File: config.mk
export PLATFORM = sky130hd
export DESIGN_NAME = decode_issue
export DESIGN_NICKNAME = d
export VERILOG_FILES = /design/src/rtl/decode_issue_pkg.sv /design/src/rtl/decode_issue_scoreboard.sv /design/src/rtl/decode_issue.sv
export SDC_FILE = /design/constraint.sdc
export NUM_CORES = 1
export LEC_CHECK = 0
export CORE_ASPECT_RATIO = 0.75
export CORE_MARGIN = 3
export CORE_UTILIZATION = 44
export DETAILED_ROUTE_END_ITERATION = 8
export PLACE_DENSITY_LB_ADDON = 0.3
export SYNTH_ARGS = -nofsm -noshare
export SYNTH_HDL_FRONTEND = slang
export SYNTH_SLANG_ARGS = --single-unit
File: constraint.sdc
create_clock -name clk -period 3.5 [get_ports clk]
set_clock_uncertainty 0.05 [all_clocks]
set_input_delay 0.875 -clock clk [delete_from_list [all_inputs] [get_ports clk]]
set_output_delay 0.875 -clock clk [all_outputs]
set_load 0.05 [all_outputs]
File: src/rtl/decode_issue_pkg.sv
// Shared definitions for the decode/issue stage: opcodes, instruction field
// positions, FSM encoding and the per-opcode source/destination classifier.
package decode_issue_pkg;

   localparam int NREG_DEF   = 32;
   localparam int ADDR_W_DEF = 32;
   localparam int DATA_W_DEF = 32;
   localparam int RIDX_W     = 5;

   localparam logic [5:0] OP_RTYPE = 6'h00;
   localparam logic [5:0] OP_IALU  = 6'h08;
   localparam logic [5:0] OP_LOAD  = 6'h23;
   localparam logic [5:0] OP_STORE = 6'h2B;
   localparam logic [5:0] OP_BEQ   = 6'h04;

   localparam int OPC_HI   = 31;
   localparam int OPC_LO   = 26;
   localparam int RS1_HI   = 25;
   localparam int RS1_LO   = 21;
   localparam int RS2_HI   = 20;
   localparam int RS2_LO   = 16;
   localparam int RD_HI    = 15;
   localparam int RD_LO    = 11;
   localparam int FUNCT_HI = 5;
   localparam int FUNCT_LO = 0;
   localparam int IMM_HI   = 15;
   localparam int IMM_LO   = 0;

   typedef enum logic [1:0] {
      ST_IDLE  = 2'd0,
      ST_CHECK = 2'd1,
      ST_READY = 2'd2
   } state_t;

   typedef struct packed {
      logic              use_rs1;
      logic              use_rs2;
      logic              writes;
      logic [RIDX_W-1:0] dest;
      logic              illegal;
   } dec_t;

   // Unknown opcodes read nothing and write nothing, so they never stall.
   function automatic dec_t decode_class(input logic [31:0] instr);
      dec_t d;
      d = '0;
      case (instr[OPC_HI:OPC_LO])
         OP_RTYPE: begin
            d.use_rs1 = 1'b1;
            d.use_rs2 = 1'b1;
            d.writes  = 1'b1;
            d.dest    = instr[RD_HI:RD_LO];
         end
         OP_IALU, OP_LOAD: begin
            d.use_rs1 = 1'b1;
            d.writes  = 1'b1;
            d.dest    = instr[RS2_HI:RS2_LO];
         end
         OP_STORE, OP_BEQ: begin
            d.use_rs1 = 1'b1;
            d.use_rs2 = 1'b1;
         end
         default: d.illegal = 1'b1;
      endcase
      return d;
   endfunction

endpackage

File: src/rtl/decode_issue_scoreboard.sv
// Pending-write scoreboard: one bit per register, set at issue of a writer,
// cleared by writeback; a same-cycle set and clear of one bit leaves it set.
module decode_issue_scoreboard
   import decode_issue_pkg::*;
#(
   parameter int NREG  = NREG_DEF,
   parameter int IDX_W = RIDX_W
) (
   input  logic             clk,
   input  logic             reset,
   input  logic             set_en,
   input  logic [IDX_W-1:0] set_idx,
   input  logic             clr_en,
   input  logic [IDX_W-1:0] clr_idx,
   input  logic [IDX_W-1:0] look1_idx,
   input  logic [IDX_W-1:0] look2_idx,
   output logic             look1_pending,
   output logic             look2_pending,
   output logic [NREG-1:0]  pending
);

   logic [NREG-1:0] set_mask;
   logic [NREG-1:0] clr_mask;
   logic [NREG-1:0] pending_next;

   always_comb begin
      set_mask = '0;
      clr_mask = '0;
      if (set_en) set_mask[set_idx] = 1'b1;
      if (clr_en) clr_mask[clr_idx] = 1'b1;
      pending_next = (pending & ~clr_mask) | set_mask;
   end

   always_ff @(posedge clk or negedge reset) begin
      if (!reset) pending <= '0;
      else        pending <= pending_next;
   end

   assign look1_pending = pending[look1_idx];
   assign look2_pending = pending[look2_idx];

endmodule

File: src/rtl/decode_issue.sv
// Decode/issue stage: holds one instruction, stalls on RAW hazards against
// the pending-write scoreboard, and drives the regfile read addresses from IR.
// Handshakes: a transfer happens on a clock edge where valid and ready are both
// high; valid never depends on ready, and payload is stable while valid waits.
module decode_issue
   import decode_issue_pkg::*;
#(
   parameter int NREG   = NREG_DEF,
   parameter int ADDR_W = ADDR_W_DEF,
   parameter int DATA_W = DATA_W_DEF
) (
   input  logic              clk,
   input  logic              reset,
   input  logic              in_valid,
   input  logic [DATA_W-1:0] in_instr,
   output logic              in_ready,
   input  logic              flush,
   input  logic              wb_write_enable,
   input  logic [4:0]        wb_write_add,
   output logic [ADDR_W-1:0] r1_add,
   output logic [ADDR_W-1:0] r2_add,
   output logic              out_valid,
   input  logic              out_ready,
   output logic [5:0]        out_opcode,
   output logic [5:0]        out_funct,
   output logic [4:0]        out_rd,
   output logic              out_writes,
   output logic [DATA_W-1:0] out_imm,
   output logic              out_illegal,
   output state_t            dbg_state,
   output logic [NREG-1:0]   dbg_pending
);

   state_t            state;
   state_t            state_next;
   logic [DATA_W-1:0] ir;
   logic              ir_load;
   logic              issue;
   logic              stall;
   logic              rs1_pending;
   logic              rs2_pending;
   dec_t              dec;

   assign dec   = decode_class(ir[31:0]);
   assign stall = (dec.use_rs1 & rs1_pending) | (dec.use_rs2 & rs2_pending);

   always_ff @(posedge clk or negedge reset) begin
      if (!reset) state <= ST_IDLE;
      else        state <= state_next;
   end

   always_comb begin
      state_next = state;
      in_ready   = 1'b0;
      out_valid  = 1'b0;
      ir_load    = 1'b0;
      issue      = 1'b0;
      case (state)
         ST_IDLE: begin
            in_ready = 1'b1;
            if (in_valid) begin
               ir_load    = 1'b1;
               state_next = ST_CHECK;
            end
         end
         ST_CHECK: begin
            if (!stall) state_next = ST_READY;
         end
         ST_READY: begin
            out_valid = 1'b1;
            if (out_ready) begin
               issue    = 1'b1;
               in_ready = 1'b1;
               if (in_valid) begin
                  ir_load    = 1'b1;
                  state_next = ST_CHECK;
               end else begin
                  state_next = ST_IDLE;
               end
            end
         end
         default: state_next = ST_IDLE;
      endcase
      // A taken branch kills the held instruction and blocks any same-cycle handshake.
      if (flush) begin
         state_next = ST_IDLE;
         in_ready   = 1'b0;
         ir_load    = 1'b0;
         issue      = 1'b0;
      end
   end

   always_ff @(posedge clk or negedge reset) begin
      if (!reset)       ir <= '0;
      else if (ir_load) ir <= in_instr;
   end

   decode_issue_scoreboard #(
      .NREG  (NREG),
      .IDX_W (RIDX_W)
   ) u_scoreboard (
      .clk           (clk),
      .reset         (reset),
      .set_en        (issue & dec.writes),
      .set_idx       (dec.dest),
      .clr_en        (wb_write_enable),
      .clr_idx       (wb_write_add),
      .look1_idx     (ir[RS1_HI:RS1_LO]),
      .look2_idx     (ir[RS2_HI:RS2_LO]),
      .look1_pending (rs1_pending),
      .look2_pending (rs2_pending),
      .pending       (dbg_pending)
   );

   // IR only changes on accept, so the regfile re-reads the same registers each edge.
   assign r1_add = {{(ADDR_W-RIDX_W){1'b0}}, ir[RS1_HI:RS1_LO]};
   assign r2_add = {{(ADDR_W-RIDX_W){1'b0}}, ir[RS2_HI:RS2_LO]};

   assign out_opcode  = ir[OPC_HI:OPC_LO];
   assign out_funct   = ir[FUNCT_HI:FUNCT_LO];
   assign out_rd      = dec.dest;
   assign out_writes  = dec.writes & out_valid;
   assign out_imm     = {{(DATA_W-16){ir[IMM_HI]}}, ir[IMM_HI:IMM_LO]};
   assign out_illegal = dec.illegal;
   assign dbg_state   = state;

endmodule
Word level (Yosys, flattened, before mapping)
Index checks and enable logic that the tools add are counted.

word-level totals
  register bits = 66
  output and inout bits = 151
  logic and storage cells = 64

operators by class
  $lt $le $gt $ge = 6
  eq/ne operators = 9
  muxes and demuxes = 30
  bitwise logic cells = 8
  reductions and logical operators = 8

operators by type and width
  cell                                                               number
  two-way mux 32 bit                                                 2
  AND 32 bit                                                         1
  NOT 32 bit                                                         1
  bitwise OR 32 bit                                                  1
  < comparator 5 x 6 -> 1 bit, second input constant                 4
  two-way mux 1 bit                                                  16
  equality test 6 bit, second input constant                         2
  one-hot mux 6 bit (2 select lines)                                 1
  binary-select mux 1 bit (select 5 bit)                             2
  demux 1 bit (select 5 bit)                                         2
  greater-or-equal comparator 5 x 1 -> 1 bit, second input constant  2
  != test 3 bit, second input constant                               3
  two-way mux 2 bit                                                  4
  equality test 6 x 3 -> 1 bit, second input constant                1
  equality test 6 x 4 -> 1 bit, second input constant                1
  zero test 6 bit                                                    1
  one-hot mux 2 bit (3 select lines)                                 1
  OR reduction 5 bit                                                 1
  AND 1 bit                                                          4
  one-hot mux 1 bit (2 select lines)                                 2
  AND reduction 3 bit                                                1
  OR reduction 3 bit                                                 1
  equality test 2 x 1 -> 1 bit, second input constant                1
  equality test 2 bit, second input constant                         1
  4 further kinds                                                    5

Longest topological paths before layout
  depth after elaboration = 9
  depth in mapped cells = 7

Modules after synthesis
A second synthesis with hierarchy kept.

unflattened totals
  cell total of the unflattened synthesis = 384
  area, all modules = 4008.8 um2

modules (own cells, without submodules)
  module                   times used  cells each  area each (um2)  sequential area each (um2)
  decode_issue             1           177         2054.5           850.8
  decode_issue_scoreboard  1           207         1954.4           800.8

Worst setup path before layout
No wires, ideal clock.

  kind = input port to flip-flop
  start = input port out_ready
  end = register ir[21]
  setup time = 0.125 ns
  arrival time = 3.393 ns
  data required time = 3.325 ns
  path slack = -0.068 ns
  stages on the path = 6
  path buffers = 2
  cell sequence = inv_1 > a211oi_1 > and2_1 > clkbuf_1 > buf_1 > mux2_2

on the way
  word-level cells in the longest chain between the ends = 3

ends and longest elaborated chain
  element                             RTL line            RTL
  start, declared                     decode_issue.sv:23  input logic out_ready,
  two-way mux 1 bit                   decode_issue.sv:71  if (out_ready) begin
  one-hot mux 1 bit (2 select lines)  decode_issue.sv:58  case (state)
  two-way mux 1 bit                   decode_issue.sv:85  if (flush) begin
  end signal, assigned                decode_issue.sv:95  else if (ir_load) ir <= in_instr;
  end, declared                       decode_issue.sv:36  logic [DATA_W-1:0] ir;

No other way between the ends.
A chain may end at the register's enable or synchronous reset.

Worst setup path after layout
  start = register ir[31]
  end = output port out_illegal

on the way
  word-level cells in the longest chain between the ends = 3

ends and longest elaborated chain
  element                                      RTL line                RTL
  equality test 6 bit (tied with other cells)  decode_issue_pkg.sv:47  case (instr[OPC_HI:OPC_LO])
  OR reduction 5 bit (no line) *               -
  two-way mux 1 bit *                          decode_issue_pkg.sv:47
  end, declared                                decode_issue.sv:29      output logic out_illegal,

Every way passes the cells marked *; elsewhere a longest branch is shown, timed or not.

==> results by group <==
Run status
  • Status: finished, final reports clean

Synthesis
  • Top-count cell post-synth: buf_4
  • Mapped Area: 3930 um2
  • Top cells by count, synth: buf_4 (76), dfrtp_1 (66), o21ai_0 (45), mux2_2 (32), mux4_2 (16)
  • Post-synth top flop: dfrtp_1
  • Syn_area_per_cell: 11.1 um2
  • EDFF count, synth: 0
  • Area fraction of the dominant cell type after synthesis: 42.0%
  • Synth async-reset ratio: 100%
  • Sequential cell area fraction in the yosys report: 42.0%
  • Yosys reg bits: 66
  • Number of synthesis warnings: 0
  • Leading area contributor after synthesis: dfrtp_1
  • Cells after Synth: 355
  • Synth top area cells: dfrtp_1 (42%), buf_4 (15%), mux2_2 (9.2%)
  • Netlist cell types: 46

Layout
  • Share of layout cells above drive strength 1: 19.6%
  • # diodes: 0
  • Final std cells w/o fill: 587
  • Layout area overhead: 38.2%
  • Final net count: 517
  • Final Cell Area: 5440 um2

Route
  • DRT iter0 DRCs: 226
  • Post-DRT Antenna Nets: 0
  • Final WL: 11,200 um
  • Via-to-Cell Ratio: 5.37
  • TritonRoute pass-1 iters: 6
  • DR WL/cell: 19.1 um
  • Post-route DRC: 0
  • Total number of vias: 3,153

Floorplanning
  • DIE AREA: 10,100 um2
  • Width of the die: 115 um
  • Starting density of the core: 45.9%
  • Die Height: 87.9 um
  • Core ar.: 8560 um2
  • Io pins: 194
  • Number of cell rows: 29

Global route
  • Global Route met2 Usage: 34.5%
  • Antenna violations before repair: 0
  • GRT busiest layer: met2
  • Grt ovf: 0
  • Vias in the first global route: 3,126
  • Largest net degree at the start of global routing: 67
  • Total track usage: 22.0%
  • Routing usage on met3: 7.73%
  • GR Util met1: 30.1%
  • Global-route wire length before repair: 17,100 um

Placed design
  • GPL Wtd Cong: 0.873
  • DP Wirelength: 8070 um
  • Placed Instances: 571
  • Post-Place Setup Slack: 484 ps
  • Placed cell areas: 5110 um2
  • Port Buf Inserts: 139

STA
  • Hold Vio Cnt, Final: 0
  • Slew @ Worst Pin: 867 ps
  • Final period util: 96.1%
  • Slew margin rel.: 42.2%
  • Total Neg Setup Slack: 0 ps
  • Highest clock rate: 0.297 GHz
  • Crit path time final: 3360 ps
  • Setup WS post-layout: 138 ps
  • RSZ-0062 raised after global routing: false
  • Slew Limit Fails: 0
  • Fin Hold WS: 461 ps
  • Final setup violation count: 0

Pwr
  • Cell Pwr Density: 625 nW/um2
  • Sw Ratio: 41.8%
  • Static leakage: 2.24 nW
  • Int Power: 0.00198 W
  • Psw: 0.00142 W
  • Combinational Power Share: 41.3%
  • Worst VDD drop: 0.360 mV
  • Power share of the clock group: 28.4%
  • Sequential Power Share: 30.4%

Job
  • Max-cap check violation count: 0

Worst hold path
  • Hold Path Depth: 1
  • Hold EP: ir[10]
  • Min-delay src: ir[10]
  • Hold WC Path Type: reg -> reg

Worst setup path
  • Setup crit end kind: output pin
  • R2R Path End: u_scoreboard.pending[3]
  • CP startpoint kind: flip-flop
  • Path depth of the worst reg2reg path: 6
  • WS Path Type: reg -> out
  • Reg2reg start: ir[31]
  • Crit path DAT: 2440 ps
  • Worst Path Required: 2570 ps
  • Crit Path Max Fanout: 6
  • Worst R2R Setup Slack: 910 ps

Clock network
  • Max clock buf depth: 2
  • # hold bufs at CTS: 0
  • Number of buffers added for setup after CTS: 0
  • H-tree Lvls: 3
  • CTS tree: built
  • Clock Latency Late Sink: 330 ps
  • Number of CTS-inserted buffers: 9
  • CTS root buffer: clkbuf_16
  • CTS Sinks: 66
  • # resized after CTS: 0
  • Clock transition at path regs: 50 ps
stage by stage:
| step | util [%] | power, W |
|---|---|---|
| global placement | 59.7 | 0.00243 |
| floorplan | - | 0.00209 |
| detailed placement | 59.7 | 0.00244 |
| global route | 63.5 | 0.00353 |
| finish | 63.5 | 0.00340 |
| CTS | 63.5 | 0.00342 |
layout by cell type (no fill, tap or decap), types with 8 or more instances in the layout:
cell,n
mux2_2,32
clkbuf_16,9
dfrtp_1,66
nor2_1,8
clkdlybuf4s50_1,131
o21ai_0,45
o21ai_1,14
o21ai_2,8
conb_1,54
mux4_2,16
nand3_1,13
worst max-delay path by stage:
stage,from,endpoint,slack (ps),cells past startpoint
6_report,ir[31],out_illegal,140,4
5_1_grt,ir[31],out_illegal,70,4
4_1_cts,ir[31],out_illegal,130,4
3_5_place_dp,ir[31],out_illegal,480,4
3_3_place_gp,ir[31],out_illegal,520,4
2_1_floorplan,ir[31],out_writes,320,4
worst max-delay path, cell delays in order, from the launching register on:
cell	delay, ps
dfrtp_1	420
or4b_4	560
a211oi_4	230
o21ba_2	200
clkdlybuf4s50_1	700
area by class of cell:
type	count	area (um2)
fillers	704	3130
multi-input cells	246	1810
flip-flops and latches	66	1650
repair buffers	143	1490
clock buffers	11	243
well taps	108	135
clock inverters	5	77.6
inverters	8	30.0
layer usage:
layer / wire [um] / vias to the layer above / share of wire (%)
li1: - / 1387 / -
met1: 4580 / 1546 / 41
met2: 5350 / 211 / 48
met3: 1200 / 9 / 11
met4: 47 / 0 / 0.42
met5: 0 / - / 0
cell families (layout without fill, tap and decap cells):
kind of cell           after synthesis  after routing  synth area share, %
other                                1             54               0.0954
multiplexers                        52             52                 19.3
buffers and inverters               96            167                 17.1
AND/OR/NAND/NOR                     55             55                 8.21
AO/OA/AOI/OAI                       85             85                 13.2
flip-flops                          66             66                 42.0
registers in the layout, summed over array words and instances (netlist names):
register / flops
ir: 32
dbg_state: 2
u_scoreboard.pending: 32
power by group through the flow:
stage          logic, W  registers, W  clock network [W]
4_1_cts         0.00141       0.00103           0.000981
2_1_floorplan  0.000797       0.00129                  0
3_5_place_dp    0.00140       0.00104                  0
3_3_place_gp    0.00139       0.00103                  0
5_1_grt         0.00146       0.00105            0.00102
6_report        0.00140       0.00103           0.000964
(Power assumes the default switching activity.)
==> RTL edit: new RTL, config.mk and constraints unchanged <==
Make the reset (`reset`) synchronous in 3 clocked blocks.
--- a/src/rtl/decode_issue_scoreboard.sv
+++ b/src/rtl/decode_issue_scoreboard.sv
@@ -33,3 +33,3 @@
 
-   always_ff @(posedge clk or negedge reset) begin
+   always_ff @(posedge clk) begin
       if (!reset) pending <= '0;
--- a/src/rtl/decode_issue.sv
+++ b/src/rtl/decode_issue.sv
@@ -46,3 +46,3 @@
 
-   always_ff @(posedge clk or negedge reset) begin
+   always_ff @(posedge clk) begin
       if (!reset) state <= ST_IDLE;
@@ -92,3 +92,3 @@
 
-   always_ff @(posedge clk or negedge reset) begin
+   always_ff @(posedge clk) begin
       if (!reset)       ir <= '0;
Function: differs if reset is asserted again (counterexample within 4 cycles, from zero or initial values and one cycle with reset low); with reset held inactive, the same outputs for 4 cycles.
==> RTL edit against the unedited design <==
  * Largest cell class unchanged
  * Highest routed layer unchanged
  * Wire length rose by 4.8%
  * Worst hold slack got worse by 0.047 ns
  * Via count rose by 15%
  * Critical path type unchanged
  * Final area fell by 3.6%
  * Utilization rose by 0.42 points
  * Fmax fell by 0.31%
  * Synthesized area fell by 1.9%
  * Die area fell by 1.8%
  * Critical endpoint unchanged
  * Global-route usage rose by 1.1 points
  * Sequential cell count did not move
  * Setup slack got worse by 0.010 ns
Power is not compared: it rests on default switching activity, and its combinational part moved more than twofold at a synthesized area within 25%.
==> RTL edit: results (changes against the unedited design) <==
STA
  – Worst-Margin Slew: 0.641 ns (-0.226 ns)
  – Hold slack: 0.414 ns (-0.0474 ns)

GRT
  – Largest net degree at the start of global routing: 34 (-49%)
  – Global-route wire length before repair: 18,100 um (+6.1%)
  – Vias in the first global route: 3,398 (+8.7%)
  – Met1 Resource Use GR: 31.4% (+1.3 points)
  – GRT met3 Usage: 6.94% (-0.79 points)
  – GRT Util Overall: 23.1% (+1.1 points)
  – GR Layer Usage met2: 35.8% (+1.4 points)

Finish
  – Share of layout cells above drive strength 1: 11.5% (-8.2 points)
  – Layout Cells excl Fill: 663 (+13%)
  – Register area: 1320 um2 (-20%)
  – Filler instances: 694 (-1.4%)
  – Final nets: 596 (+15%)

Detailed routing
  – Routed wl met2: 5410 um (+1.2%)
  – Routed wl met3: 1370 um (+14%)
  – M1 WL: 4830 um (+5.4%)
  – DR iter-0 viols: 291 (+29%)
  – DR vias/cell: 5.45 (+1.5%)
  – Drt wl/cell: 17.7 um (-7.2%)

Worst setup path
  – Worst Path Max Fanout: 8 (+2)
  – Flop-to-flop setup slack: 1.01 ns (+0.10 ns)
  – Worst path max stage delay: 0.72 ns (+0.02 ns)
  – Reg-to-reg startpoint: ir[31]
  – Worst R2R End: u_scoreboard.pending[6]

Outcome
  – Status: completed

Logic synthesis
  – Yosys cell types: 50 (+8.7%)
  – Complex-gate fraction of the synthesized area: 17.1% (+3.9 points)
  – Post-synthesis mux area share: 11.4% (-8.0 points)
  – Async S/R FF share, synth: 0% (-100 points)
  – Sequential-to-total area share from yosys stat: 34.3% (-7.7 points)
  – Top cells by count, synth: 87 x nand2_1, 77 x buf_4, 66 x dfxtp_1
  – Largest cells by area after synthesis: dfxtp_1 34%, buf_4 15%, mux4_2 8.8%
  – Adder-Cell Fraction of Synth Area: 0% (unchanged)
  – Synthesized netlist cell count: 439 (+24%)

Placed design
  – DP HPWL: 9120 um (+13%)
  – Dpl ws: 0.270 ns (-0.214 ns)
  – Placed instance area: 4940 um2 (-3.4%)
  – Final weighted congestion in routability-driven placement: 0.890 (+1.9%)
  – Cell total after placement: 647 (+13%)

Hold path
  – Hold Crit Depth: 2 (+1)
  – Hold_sp: ir[6]
  – WHS Endpoint: ir[6]

Clocking
  – Root Driver: clkbuf_16
[RTL edit: cell types whose count changed after synthesis, moves of 7 or more]
cell      delta
a21oi_1     +32
dfxtp_1     +66
o21ai_2      -8
o21ai_0     -32
dfrtp_1     -66
o21ai_1     -10
o211ai_1    +15
nand2_1     +80
mux2_2      -31
clkbuf_1     +7
a32o_1      +16
[RTL edit: worst max-delay path by stage]
stage,slack [ns],to
5_1_grt,0.02,out_illegal
3_5_place_dp,0.27,ir[23]
6_report,0.13,out_illegal
2_1_floorplan,0.29,ir[10]
3_3_place_gp,0.40,ir[23]
4_1_cts,0.11,out_illegal
[RTL edit: layout make-up]
cell class / instances / share of cell area (%)
sequential: 66 / 25.2
inverter: 7 / 0.502
timing repair buffer: 147 / 27.9
clock inverter: 7 / 1.34
clock buffer: 9 / 4.30
tap: 105 / 2.51
multi-input combinational: 322 / 38.3
